### config.mk
export PLATFORM = sky130hd
export DESIGN_NAME = pipe_id
export DESIGN_NICKNAME = d
export VERILOG_FILES = /design/src/rtl/pipe_id.sv
export SDC_FILE = /design/constraint.sdc
export NUM_CORES = 2
export LEC_CHECK = 0
export BUFFER_PORTS_ARGS = -buffer_cell sky130_fd_sc_hd__buf_4
export CORE_ASPECT_RATIO = 1.75
export CORE_MARGIN = 10
export CORE_UTILIZATION = 40
export CTS_BUF_LIST = sky130_fd_sc_hd__clkbuf_16
export CTS_CLUSTER_DIAMETER = 60
export DETAILED_ROUTE_END_ITERATION = 8
export GPL_ROUTABILITY_DRIVEN = 1
export HOLD_SLACK_MARGIN = 0.03
export SYNTH_ARGS = -nofsm -noshare
export SYNTH_HDL_FRONTEND = slang
export SYNTH_SLANG_ARGS = --single-unit
export TNS_END_PERCENT = 20
### constraint.sdc
create_clock -name clk -period 4 [get_ports clk]
set_input_delay 0.2 -clock clk [delete_from_list [all_inputs] [get_ports clk]]
set_output_delay 0.2 -clock clk [all_outputs]
set_load 0.01 [all_outputs]
### src/rtl/pipe_id.sv
// Decode stage: register file, operand forwarding, load-use stall, branch/jump resolve, ID/EX register.
// Next-PC controls and wpcir are same-cycle; e_* outputs one cycle later; wpcir low holds PC and IF/ID.
module pipe_id (
    input  logic        clk,
    input  logic        clrn,
    input  logic [31:0] inst,
    input  logic [31:0] p4,
    input  logic        wb_we,
    input  logic [4:0]  wb_rn,
    input  logic [31:0] wb_data,
    input  logic        ex_wreg,
    input  logic        ex_m2reg,
    input  logic [4:0]  ex_rn,
    input  logic [31:0] ex_alu,
    input  logic        mem_wreg,
    input  logic        mem_m2reg,
    input  logic [4:0]  mem_rn,
    input  logic [31:0] mem_alu,
    input  logic [31:0] mem_mdata,
    output logic        wpcir,
    output logic [1:0]  pcsrc,
    output logic [31:0] bpc,
    output logic [31:0] jpc,
    output logic        e_wreg,
    output logic        e_m2reg,
    output logic        e_wmem,
    output logic        e_aluimm,
    output logic [2:0]  e_aluc,
    output logic [31:0] e_a,
    output logic [31:0] e_b,
    output logic [31:0] e_imm,
    output logic [4:0]  e_rn
);
    logic [5:0]  op;
    logic [5:0]  funct;
    logic [4:0]  rs;
    logic [4:0]  rt;
    logic [4:0]  rd;
    logic [31:0] imm_sx;

    assign op     = inst[31:26];
    assign rs     = inst[25:21];
    assign rt     = inst[20:16];
    assign rd     = inst[15:11];
    assign funct  = inst[5:0];
    assign imm_sx = {{16{inst[15]}}, inst[15:0]};

    logic r_add, r_sub, r_and, r_or, r_slt, i_rtype;
    logic i_addi, i_lw, i_sw, i_beq, i_bne, i_j;

    assign r_add   = (op == 6'b000000) && (funct == 6'b100000);
    assign r_sub   = (op == 6'b000000) && (funct == 6'b100010);
    assign r_and   = (op == 6'b000000) && (funct == 6'b100100);
    assign r_or    = (op == 6'b000000) && (funct == 6'b100101);
    assign r_slt   = (op == 6'b000000) && (funct == 6'b101010);
    assign i_rtype = r_add | r_sub | r_and | r_or | r_slt;
    assign i_addi  = (op == 6'b001000);
    assign i_lw    = (op == 6'b100011);
    assign i_sw    = (op == 6'b101011);
    assign i_beq   = (op == 6'b000100);
    assign i_bne   = (op == 6'b000101);
    assign i_j     = (op == 6'b000010);

    logic [2:0] aluc;
    logic [4:0] dest;
    logic       wreg;
    logic       use_rs;
    logic       use_rt;
    logic       stall;

    always_comb begin
        aluc = 3'b000;
        if (r_sub) aluc = 3'b001;
        if (r_and) aluc = 3'b010;
        if (r_or)  aluc = 3'b011;
        if (r_slt) aluc = 3'b100;
    end

    assign dest   = (i_addi | i_lw) ? rt : rd;
    assign wreg   = (i_rtype | i_addi | i_lw) && (dest != 5'd0);
    assign use_rs = i_rtype | i_addi | i_lw | i_sw | i_beq | i_bne;
    assign use_rt = i_rtype | i_sw | i_beq | i_bne;
    // Only a load in EX can't be forwarded; its data arrives a cycle too late.
    assign stall  = ex_wreg && ex_m2reg && (ex_rn != 5'd0) &&
                    ((use_rs && (ex_rn == rs)) || (use_rt && (ex_rn == rt)));
    assign wpcir  = ~stall;

    logic [31:0] regs [0:31];

    always_ff @(posedge clk or negedge clrn) begin
        if (!clrn) begin
            for (int i = 0; i < 32; i++) regs[i] <= '0;
        end else if (wb_we && (wb_rn != 5'd0)) begin
            regs[wb_rn] <= wb_data;
        end
    end

    logic [31:0] rf_a;
    logic [31:0] rf_b;
    logic [31:0] fa;
    logic [31:0] fb;

    assign rf_a = (rs == 5'd0) ? '0 : (wb_we && (wb_rn == rs)) ? wb_data : regs[rs];
    assign rf_b = (rt == 5'd0) ? '0 : (wb_we && (wb_rn == rt)) ? wb_data : regs[rt];

    function automatic logic [31:0] fwd(input logic [4:0] n, input logic [31:0] rf_val);
        if ((n != 5'd0) && ex_wreg && !ex_m2reg && (ex_rn == n))
            return ex_alu;
        else if ((n != 5'd0) && mem_wreg && (mem_rn == n))
            return mem_m2reg ? mem_mdata : mem_alu;
        else
            return rf_val;
    endfunction

    assign fa = fwd(rs, rf_a);
    assign fb = fwd(rt, rf_b);

    assign bpc = p4 + {imm_sx[29:0], 2'b00};
    assign jpc = {p4[31:28], inst[25:0], 2'b00};

    always_comb begin
        pcsrc = 2'b00;
        if (!stall) begin
            if (i_j)
                pcsrc = 2'b10;
            else if ((i_beq && (fa == fb)) || (i_bne && (fa != fb)))
                pcsrc = 2'b01;
        end
    end

    always_ff @(posedge clk or negedge clrn) begin
        if (!clrn) begin
            e_wreg   <= 1'b0;
            e_m2reg  <= 1'b0;
            e_wmem   <= 1'b0;
            e_aluimm <= 1'b0;
            e_aluc   <= 3'b000;
            e_a      <= '0;
            e_b      <= '0;
            e_imm    <= '0;
            e_rn     <= '0;
        end else begin
            e_wreg   <= wreg & ~stall;
            e_m2reg  <= i_lw & ~stall;
            e_wmem   <= i_sw & ~stall;
            e_aluimm <= i_addi | i_lw | i_sw;
            e_aluc   <= aluc;
            e_a      <= fa;
            e_b      <= fb;
            e_imm    <= imm_sx;
            e_rn     <= dest;
        end
    end
endmodule

==> impl_results.md <==
- Simple-gate share of the synthesized area: 0.0381
- Worst setup margin: -0.819 ns
- Initial antenna violation count: 27
- Vias in the first global route: 49000
- WS Path Type: in -> out
- Top Layer Used: met5
- Synth top cells by count: dfrtp_1 (1116), mux2_2 (1022), mux4_2 (434), clkbuf_1 (237), mux2i_1 (232)
- Cell with the most instances after synthesis: dfrtp_1
- Mapped Cells: around 4500
- Dpl hpwl: 191000 um
- Final #Nets: 5507
- Clk sinks: 1116
- DR iter-0 viols: 4593
- Compound-Gate Fraction of Synth Area: 0.0609
- Status: finished with violations
- Setup TNS: -0.875 ns
- Largest family of logic cells by synthesized area: multiplexers
- Die Width: 316 um
- CTS tree: built
- Layout Cell Area excl Fill: 75500 sq um
- Synth area leaders: dfrtp_1 (46%), mux2_2 (19%), mux4_2 (16%)
- CTS max path bufs: 3
- Vias per cell: 6.38
- Antenna-violating nets left: 0
- Seq/Total Area, Yosys: 0.455
- First-pass GRT wire length: 370000 um
- Met3 routed WL: 23400 um
- Placed cell areas: 70900 sq um
- H-Tree Depth: 3
- Area growth syn-to-layout: 23.1%
- Final setup vio count: 2
- Netlist Area Pre-Place: between 60000 and 70000 sq um
- Wire length per cell: 36.1 um
- Final Max Tran Viols: 0
- Failing checks: negative setup slack
- Number of flops mapped to enable cells by yosys: 0
- Pwr dens: 450 nW/um^2
- Worst-margin pin slew: around 1.2 ns
- CTS buffer count: 104
- Total GRT Usage: 0.307
- Total grt overflow: 0
- Ys flop type: dfrtp_1
- Setup crit end kind: primary output
- Clock root buffer master: clkbuf_16
- PortBufs: 382
- Leak Pwr: 0.0339 uW
- Worst path arrival time: 4.62 ns
- Chip Height: 538 um
- Post-Synth Adder-Cell Area: 0.00624
- Share of cells above drive strength 1: 0.526
- Met2 WL: 125000 um
- Clock Skew: 0.0310 ns
- Largest net degree at the start of global routing: 118
- Yosys warns: 0
- Synth area leader: dfrtp_1
- Routability cong.: 0.968
- Synth async-reset ratio: 1.00
- Distinct cells, synth: 78
- Final Hold Viols: 0
- Drt drc: 0
- Drt pass-1 iters: 7
- IO Count: 389
- Initial core utilization: 0.401
- Final worst path period share: 1.20
- Filler instances: 13400
- Register bit count reported by yosys: 1116
- DRT met1 WL: 93300 um
- Via count: 47100
- Placeable Area: about 150000 sq um
- Max Cap Viol: 0
- Maximum fanout along the worst path: 8
- HP Class: in -> async
- Crit path launch type: primary input
- Top cell type's share of synthesized area: 0.455
- Clk slew on worst S/H paths: 0.06 ns
- Syn avg cell area: 13.7 sq um
- Worst EP required: 3.80 ns
- Fmax: 208 MHz
- Synth Area in XOR/XNOR: 0.0123
- Die ar.: 170000 sq um
- Peak supply drop: about 0.00031 V
- WL final: 266000 um
- Post-route minimum period: 4.82 ns
- Worst skew pair latency: 0.76 ns
- RSZ-0062 raised after global routing: yes
- Rel. slew slack: 0.202
- Post-synthesis mux area share: 0.385
- Core Rows: 190
cells by family after synthesis:
family                   after synthesis
buffers and inverters                537
flip-flops                          1116
adder cells (fa/ha/maj)               30
XOR/XNOR                              86
other                                  1
multiplexers                        1688
AND/OR/NAND/NOR                      479
AO/OA/AOI/OAI                        525
path summary, 6_finish.rpt:
kind | startpoint | endpoint | slack (ns) | cells after the start
max in group asynchronous | clrn | e_imm[1]$_DFF_PN0_ | 2.59 | 3
hold / removal | clrn | regs[396]$_DFFE_PN0P_ | 0.04 | 2
setup / recovery | inst[22] | pcsrc[0] | -0.82 | 17
hold reg to reg | regs[1015]$_DFFE_PN0P_ | regs[1015]$_DFFE_PN0P_ | 0.40 | 0
min in group clk | mem_alu[15] | e_a[15]$_DFF_PN0_ | 0.08 | 6
setup reg to reg | regs[29]$_DFFE_PN0P_ | e_a[29]$_DFF_PN0_ | 1.32 | 6
state kept, by name, indices dropped and copies added, names as in the netlist:
register,flops
e_wreg,1
e_aluimm,1
e_b,32
e_rn,5
e_aluc,3
e_a,32
regs,1024
e_wmem,1
e_m2reg,1
e_imm,16
final cells by class:
cell class,count,area (sq um),area share
multi-input combinational,2810,31400,0.416
inverter,35,131,0.00174
tap,2016,2520,0.0334
sequential,1116,27900,0.370
antenna,13,32.5,0.000431
clock inverter,89,651,0.00862
timing repair buffer,1196,10200,0.135
clock buffer,104,2600,0.0345
cell usage in the layout, fill, tap and decap left out, types with 14 or more instances in the layout:
cell type / count
a211oi_1: 23
a21oi_1: 75
a22o_1: 19
a22oi_1: 125
buf_12: 76
buf_4: 1022
clkbuf_16: 104
clkinv_1: 31
clkinv_2: 16
dfrtp_1: 1116
dlygate4sd3_1: 91
ha_1: 29
inv_1: 59
mux2_2: 1021
mux2i_1: 232
mux4_2: 434
nand2_1: 177
nand2_2: 15
nand3_1: 63
nand4_1: 22
nor2_1: 53
nor2_4: 17
nor2b_1: 14
nor3_1: 17
o21ai_0: 47
o221ai_1: 24
o22ai_1: 36
o311ai_0: 16
xnor2_1: 47
xor2_1: 31
report_power, final:
group          switching (uW)  internal (uW)
Combinational            4070           5050
Clock                    4780           5140
Sequential               1550          13400
Total                   10400          23600
stage by stage:
| step | power, uW | utilization | setup slack, ns | instances | hold WS (ns) |
|---|---|---|---|---|---|
| 3_3_place_gp | 23600 | 0.464 | -0.937 | 7081 | 0.250 |
| 4_1_cts | 33900 | 0.493 | -0.763 | 7365 | 0.0306 |
| 3_5_place_dp | 23900 | 0.464 | -0.990 | 7081 | 0.269 |
| 2_1_floorplan | 19800 | - | 0.303 | 4463 | -0.0956 |
| 5_1_grt | 35200 | 0.494 | -0.810 | 7368 | 0.0578 |
| 6_report | 34000 | 0.494 | -0.819 | 7379 | 0.0362 |
layer usage:
metal | vias to the layer above | global-route usage
li1 | 18600 | -
met1 | 24800 | 0.347
met2 | 2710 | 0.494
met3 | 877 | 0.0786
met4 | 20 | 0.238
met5 | - | 0
what timing repair did:
action | CTS | global route
endpoints found under the setup margin | 1 | 9
hold buffers | 91 | 0
cloned | 0 | 0
buffers inserted | 1 | 2
resized for setup | 43 | 37
pin swaps | 15 | 23
endpoints found under the hold margin | 903 | 0
critical path, cell delays in order:
cell and delay, ns:
buf_8 0.17, buf_4 0.22, xnor2_1 0.14, nand4_1 0.33, nor3_2 0.32, nand2_1 0.08
buf_4 0.17, buf_4 0.17, o221ai_1 0.57, nor2_1 0.17, xnor2_1 0.42, nand4_1 0.18
or4_4 0.56, nor4_4 0.32, mux2i_1 0.30, buf_4 0.16, buf_6 0.11
Note: power is estimated with default switching activity, not from simulation.
